`src/rtl/vector_loader.sv`:
```
// vector_loader: assembles a stream of INTSIZE-bit elements into vector A, then
// vector B, and holds the complete pair with vec_valid until the consumer
// acknowledges it with vec_ready.
// Optional feature: define VEC_LOADER_TIMEOUT_EN to add an idle counter that
// discards a partial load after TIMEOUT_CYCLES idle cycles and pulses timeout_err.
module vector_loader #(
   parameter int unsigned MATRIXSIZE     = 10,
   parameter int unsigned INTSIZE        = 8
`ifdef VEC_LOADER_TIMEOUT_EN
   ,
   parameter int unsigned TIMEOUT_CYCLES = 1000000
`endif
) (
   input  logic                              clk,
   input  logic                              rst,
   input  logic [INTSIZE-1:0]                in_data,
   input  logic                              in_valid,
   output logic                              in_ready,
   output logic [0:INTSIZE*MATRIXSIZE-1]     a_flat,
   output logic [0:INTSIZE*MATRIXSIZE-1]     b_flat,
   output logic                              vec_valid,
   input  logic                              vec_ready
`ifdef VEC_LOADER_TIMEOUT_EN
   ,
   output logic                              timeout_err
`endif
);

   localparam int unsigned IdxW = (MATRIXSIZE > 1) ? $clog2(MATRIXSIZE) : 1;
   localparam logic [IdxW-1:0] LastIdx = IdxW'(MATRIXSIZE - 1);

   typedef enum logic [1:0] {
      LoadA = 2'd0,
      LoadB = 2'd1,
      Hold  = 2'd2
   } state_t;

   state_t                           r_state;
   logic [IdxW-1:0]                  r_idx;
   logic [0:INTSIZE*MATRIXSIZE-1]    r_a_flat;
   logic [0:INTSIZE*MATRIXSIZE-1]    r_b_flat;
   logic                             r_vec_valid;
   logic                             w_xfer;
   logic                             w_timeout;

`ifdef VEC_LOADER_TIMEOUT_EN
   localparam int unsigned CntW = (TIMEOUT_CYCLES > 1) ? $clog2(TIMEOUT_CYCLES) : 1;
   localparam logic [CntW-1:0] CntLast = CntW'(TIMEOUT_CYCLES - 1);

   logic [CntW-1:0] r_idle_cnt;
   logic            r_timeout_err;
   logic            w_partial;

   // A load is partial once A has started, or anywhere in B.
   always_comb begin
      w_partial = ((r_state == LoadA) && (r_idx != '0)) || (r_state == LoadB);
      w_timeout = w_partial && (r_idle_cnt == CntLast);
   end

   assign timeout_err = r_timeout_err;
`else
   assign w_timeout = 1'b0;
`endif

   // Ready is combinational so the source stalls in the same cycle the FSM holds.
   always_comb begin
      in_ready = (r_state != Hold) && !rst && !w_timeout;
      w_xfer   = in_valid && in_ready;
   end

   // Main FSM: element capture, pair hold and consumer handshake.
   always_ff @(posedge clk) begin
      if (rst) begin
         r_state     <= LoadA;
         r_idx       <= '0;
         r_a_flat    <= '0;
         r_b_flat    <= '0;
         r_vec_valid <= 1'b0;
      end else if (w_timeout) begin
         // Buses are left as-is; only the load position is abandoned.
         r_state <= LoadA;
         r_idx   <= '0;
      end else begin
         unique case (r_state)
            LoadA: begin
               if (w_xfer) begin
                  r_a_flat[r_idx*INTSIZE +: INTSIZE] <= in_data;
                  if (r_idx == LastIdx) begin
                     r_idx   <= '0;
                     r_state <= LoadB;
                  end else begin
                     r_idx <= r_idx + 1'b1;
                  end
               end
            end
            LoadB: begin
               if (w_xfer) begin
                  r_b_flat[r_idx*INTSIZE +: INTSIZE] <= in_data;
                  if (r_idx == LastIdx) begin
                     r_idx       <= '0;
                     r_state     <= Hold;
                     r_vec_valid <= 1'b1;
                  end else begin
                     r_idx <= r_idx + 1'b1;
                  end
               end
            end
            Hold: begin
               if (vec_ready) begin
                  r_state     <= LoadA;
                  r_vec_valid <= 1'b0;
               end
            end
            default: begin
               r_state     <= LoadA;
               r_idx       <= '0;
               r_vec_valid <= 1'b0;
            end
         endcase
      end
   end

`ifdef VEC_LOADER_TIMEOUT_EN
   // Idle counter: runs only while a load is partial, cleared by any transfer.
   always_ff @(posedge clk) begin
      if (rst) begin
         r_idle_cnt    <= '0;
         r_timeout_err <= 1'b0;
      end else begin
         r_timeout_err <= w_timeout;
         if (w_timeout || w_xfer || !w_partial) begin
            r_idle_cnt <= '0;
         end else begin
            r_idle_cnt <= r_idle_cnt + 1'b1;
         end
      end
   end
`endif

   assign a_flat    = r_a_flat;
   assign b_flat    = r_b_flat;
   assign vec_valid = r_vec_valid;

endmodule

```
`config.mk`:
```
export PLATFORM = sky130hd
export DESIGN_NAME = vector_loader
export DESIGN_NICKNAME = d
export VERILOG_FILES = /design/src/rtl/vector_loader.sv
export SDC_FILE = /design/constraint.sdc
export NUM_CORES = 1
export LEC_CHECK = 0
export BUFFER_PORTS_ARGS = -buffer_cell sky130_fd_sc_hd__buf_2
export CAP_MARGIN = 0
export CELL_PAD_IN_SITES_DETAIL_PLACEMENT = 1
export CELL_PAD_IN_SITES_GLOBAL_PLACEMENT = 2
export CORE_ASPECT_RATIO = 0.75
export CORE_UTILIZATION = 32
export DETAILED_ROUTE_END_ITERATION = 12
export PLACE_DENSITY = 0.88
export SLEW_MARGIN = 5
export SYNTH_ARGS = -nofsm -noshare
export SYNTH_HDL_FRONTEND = slang
export SYNTH_SLANG_ARGS = --single-unit
```
`constraint.sdc`:
```
create_clock -name clk -period 2.8 [get_ports clk]
set_clock_uncertainty 0.15 [all_clocks]
set_input_delay 0.14 -clock clk [delete_from_list [all_inputs] [get_ports clk]]
set_output_delay 0.14 -clock clk [all_outputs]
set_load 0.02 [all_outputs]
```
; ---- Word-level counts from Yosys, hierarchy flattened
; Cells that the tools add are included.
[op_classes]
addsub = 2
reduce_logical = 10
n_div = 0
bitwise_logic = 3
eq_ne = 10
order_cmp = 0
muxes = 15
shift = 2
multipliers = 0
[ops]
columns = cell, n
row1 = bitwise mux 80 bit, 2
row2 = "variable shift 81 x 34 -> 80 bit, first input constant", 1
row3 = indexed part select 81 x 34 -> 80 bit, 1
row4 = negator 33 -> 34 bit, 1
row5 = NOT 7 -> 33 bit, 1
row6 = "!= test 2 bit, second input constant", 6
row7 = 2-to-1 mux 2 bit, 5
row8 = 2-to-1 mux 4 bit, 2
row9 = one-hot mux 4 bit (2 select lines), 1
row10 = one-hot mux 2 bit (3 select lines), 1
row11 = AND reduction 2 bit, 3
row12 = AND reduction 5 bit, 1
row13 = "adder 4 x 1 -> 4 bit, second input constant", 1
row14 = "equality test 4 bit, second input constant", 1
row15 = AND reduction 4 bit, 1
row16 = 2-to-1 mux 1 bit, 3
row17 = one-hot mux 1 bit (3 select lines), 1
row18 = "equality test 2 x 1 -> 1 bit, second input constant", 1
row19 = "equality test 2 bit, second input constant", 1
row20 = logical AND 1 bit, 2
row21 = logical NOT 2 bit, 1
row22 = "!= test 2 x 1 -> 1 bit, second input constant", 1
row23 = NOT 1 bit, 2
row24 = OR reduction 2 bit, 1
row25 = logical NOT 1 bit, 1
[totals]
ff_bits = 167
latchBits = 0
mem_bits_ro = 0
ram_bits = 0
mem_count = 0

; ---- Depth between registers and ports, before layout
[logic_depth]
depth_word = 5
ltp_mapped = 9
ltp_nobuf = 5

; ---- Worst setup path before layout
; No wires, ideal clock.
[synth_path]
kind = register -> register
from = register r_idx[1]
to = register r_a_flat (netlist bit a_flat[29])
setup_ns = 0.121
path_stages_with_launch = 9
setup_slack_ns = 0.451
t_arrival_ns = 2.078
required_ns = 2.529
path_buffers = 3
path_cell_list = dfxtp_1 > buf_2 > buf_2 > and2_1 > ha_1 > nor4b_4 > nand3b_1 > buf_6 > mux2_4
[synth_between]
elab_chain_cells = 4
elab_cells_between_ends = 5
cone_classes = add/sub: 1 / shift: 2 / mux: 1 / bitwise: 1
[synth_rtl]
columns = element, line_no
row1 = from (decl), 39  ; logic [IdxW-1:0] r_idx;
row2 = from (signal assigned), 92  ; r_idx <= r_idx + 1'b1;
row3 = from (signal assigned), 104  ; r_idx <= r_idx + 1'b1;
row4 = NOT 7 -> 33 bit (not written as such) (*), 87  ; r_a_flat[r_idx*INTSIZE +: INTSIZE] <= in_data;
row5 = negator 33 -> 34 bit (*), 87
row6 = indexed part select 81 x 34 -> 80 bit or variable shift 81 x 34 -> 80 bit (tied branches), 87
row7 = bitwise mux 80 bit (*), 87
row8 = "to (signal, indexed assignment)", 87
row9 = to (decl), 40  ; logic [0:INTSIZE*MATRIXSIZE-1] r_a_flat;
; Every way passes the cells marked *; elsewhere a longest branch is shown, timed or not.
; A chain may end at the register's enable or synchronous reset.

; ---- Worst setup path after layout
[layout_path]
from = input port rst
to = register r_b_flat (netlist bit b_flat[78])
[layout_between]
elab_chain_cells = 4
[layout_rtl]
columns = element, line_no
row1 = from (decl), 15  ; input logic rst,
row2 = logical NOT 1 bit, 67  ; in_ready = (r_state != Hold) && !rst && !w_timeout;
row3 = logical AND 1 bit, 67
row4 = logical AND 1 bit, 68  ; w_xfer = in_valid && in_ready;
row5 = AND reduction 2 bit (no line), --
row6 = "to (signal, indexed assignment)", 98  ; r_b_flat[r_idx*INTSIZE +: INTSIZE] <= in_data;
row7 = to (decl), 41  ; logic [0:INTSIZE*MATRIXSIZE-1] r_b_flat;
; Parallel ways exist; a longest one is shown, timed or not.

==> flow_summary.ini <==
[synthesis]
synth_most_common_cell = dfxtp_1
synth_fp_nets = 791
yosysUniqueCellTypes = 45
synth_top_area_share_pct = 46.9
synth_area_per_cell_um2 = 9.17
seq_area_frac_synth_pct = 46.9
synthesis.area_mm2 = 0.00713
yosysTopAreaCell = dfxtp_1
yosys-top-cells-count = dfxtp_1 (167), a21oi_1 (116), o21ai_0 (101)
ys.flop_type = dfxtp_1
synth-edff-count = 0
syn-instance-count = 777
yosysWarnings = 0
synth_area_leaders = dfxtp_1 (47%), a21oi_1 (8.1%), o21ai_0 (7.1%), nand3_1 (6.4%), mux2i_1 (6.3%)
synthArstFlopShare_pct = 0
synth_seq_cells = 167

[grt]
grt_max_degree = 73
met1_usage_pct = 30.6
grtUsageMet3_pct = 4.75
antenna_found_initial = 1
grt_most_used_layer = met1
grtUsageTotal_pct = 20.5
grt_pass1_vias = 6295
grt_pass1_wl_um = 36900
overflow = 0
grtUsageMet2_pct = 29.3

[routing]
first_pass_iters = 5
drc_errors = 0
drt_iter0_drc = 414
vias = 6468
wl_per_cell_um = 19.8
ant_nets = 0
wl_um = 23900
vias_per_cell = 5.35

[placement]
port_buffers = 173
placed_area_mm2 = 0.00809
hpwl_um = 15400
place_congestion = 0.722

[die]
die-area_mm2 = 0.0229
io_pins = 174
fp.dieW_um = 174
die_y_um = 131
start_util_pct = 33.2
row_count = 46
core_area_mm2 = 0.0215

[clocking]
postCtsSetupBuffers = 0
root_buffer = clkbuf_16
clkSinkCount = 167
h-tree-depth = 4
cts_buffer_depth = 2
insertion_delay_ns = 0.42
hold_buffers = 2
cts_resized = 0
path_clk_slew_ns = 0.07
cts_made_buffers = 17
cts_tree = built

[min_path]
min_path_type = input pin to register

[setup_path]
end_kind = register
r2r_cells = 6
r2r_start = r_idx[2]
cp-start-kind = input pin
regToRegSetupSlack_ns = 0.54
crit_start = rst
endpoint = b_flat[78]
crit_type = input pin to register
reg2reg_to = a_flat[30]
cp_max_fo = 51
cp.arrival_ns = 2.41
cp.required_ns = 2.94

[sta]
fin_crit_ns = 2.27
tightest_slew_ns = 0.796
final-max-slew-violation-count = 0
setup_viol = 0
relSlewSlack_pct = 46.5
fmax_mhz = 441
fin_tns_setup_ns = 0
hold_viol = 0
rsz0062_at_grt = no
period_share_pct = 81.0

[run_status]
outcome = completed

[pwr]
leakage_nw = 3.65
power.density_mw_per_mm2 = 589
ir_drop_v = 0.000338
power.total_mw = 5.12

[final_layout]
n_antenna_cell = 0
design_area_mm2 = 0.00871
drive_gt1_share_pct = 27.0
nNetsFinal = 922
area_growth_pct = 22.1
n_fill_cell = 2517

[flow_run]
cap_violations = 0
-- cell families (layout without fill, tap and decap cells) --
family / count (synthesis) / count (layout) / synth area share (%)
and+or+nand+nor: 236 / 236 / 22.1
AOI/OAI and AO/OA: 234 / 234 / 16.7
DFF: 167 / 167 / 46.9
buffers and inverters: 88 / 232 / 6.72
muxes: 48 / 48 / 6.95
adders and majority gates: 2 / 2 / 0.351
xor gates and xnor gates: 2 / 2 / 0.246
-- flip-flops by register name (all words and copies together) (netlist names) --
name / flops
vec_valid: 1
r_state: 2
a_flat: 80
r_idx: 4
b_flat: 80
-- layer usage --
metal,up-vias,part of all wire [%]
met4,2,0.77
met2,183,43
met1,3227,51
met3,22,5.6
li1,3034,-
met5,-,0.046
-- worst min-delay path by stage --
stage                    start         end  slack [ns]  depth (start not counted)
floorplan           in_data[6]  a_flat[17]        0.14                          2
global placement     vec_ready  r_state[1]        0.27                          4
detailed placement   vec_ready  r_state[1]        0.29                          4
CTS                 in_data[6]   a_flat[9]        0.04                          3
global route        in_data[6]  a_flat[41]        0.05                          3
finish              in_data[6]  b_flat[33]        0.06                          3
-- power by group --
part           internal [mW]  total [mW]  switching [mW]
combinational         0.0823       0.322           0.240
clock                   1.34        2.41            1.07
sequential              2.39        2.40         0.00803
total                   3.81        5.12            1.32
-- worst max-delay path: stages --
cell,delay (ns)
dlygate4sd3_1,0.55
buf_4,0.19
buf_4,0.29
nand4bb_1,0.70
o21ai_0,0.42
a21oi_1,0.10
-- cells in the final DEF, fill, tap and decap left out, types with 3 or more instances in the layout --
master / count
buf_2: 172
dfxtp_1: 167
a21oi_1: 116
o21ai_0: 101
nand3_1: 91
nand2b_1: 60
mux2i_1: 45
nand4_1: 24
buf_4: 23
clkbuf_16: 17
o21ai_1: 12
nor2b_1: 11
nor4b_4: 7
nand2_1: 5
or4b_2: 4
nand4bb_1: 4
clkinv_4: 4
inv_6: 4
and2_1: 3
nor2_1: 3
nand4_2: 3
or4b_1: 3
mux2_4: 3
clkinvlp_4: 3
-- final cells by class --
| class | count | area (um^2) | share of cell area [%] |
|---|---|---|---|
| repair buffers | 198 | 1070 | 12.3 |
| inverters | 2 | 7.51 | 0.0862 |
| clock buffers | 17 | 425 | 4.89 |
| flip-flops and latches | 167 | 3340 | 38.4 |
| well taps | 288 | 360 | 4.14 |
| clock inverters | 15 | 169 | 1.94 |
| multi-input cells | 522 | 3330 | 38.2 |
-- stage by stage --
stage	utilization, %	setup WS [ns]	instances	hold slack, ns
finish	40.6	0.531	1209	0.0637
global route	40.6	0.385	1209	0.0509
CTS	40.6	0.523	1209	0.0389
detailed placement	37.7	0.543	1175	0.285
global placement	37.7	0.625	1175	0.274
floorplan	-	0.451	777	0.138
(Power assumes the default switching activity.)
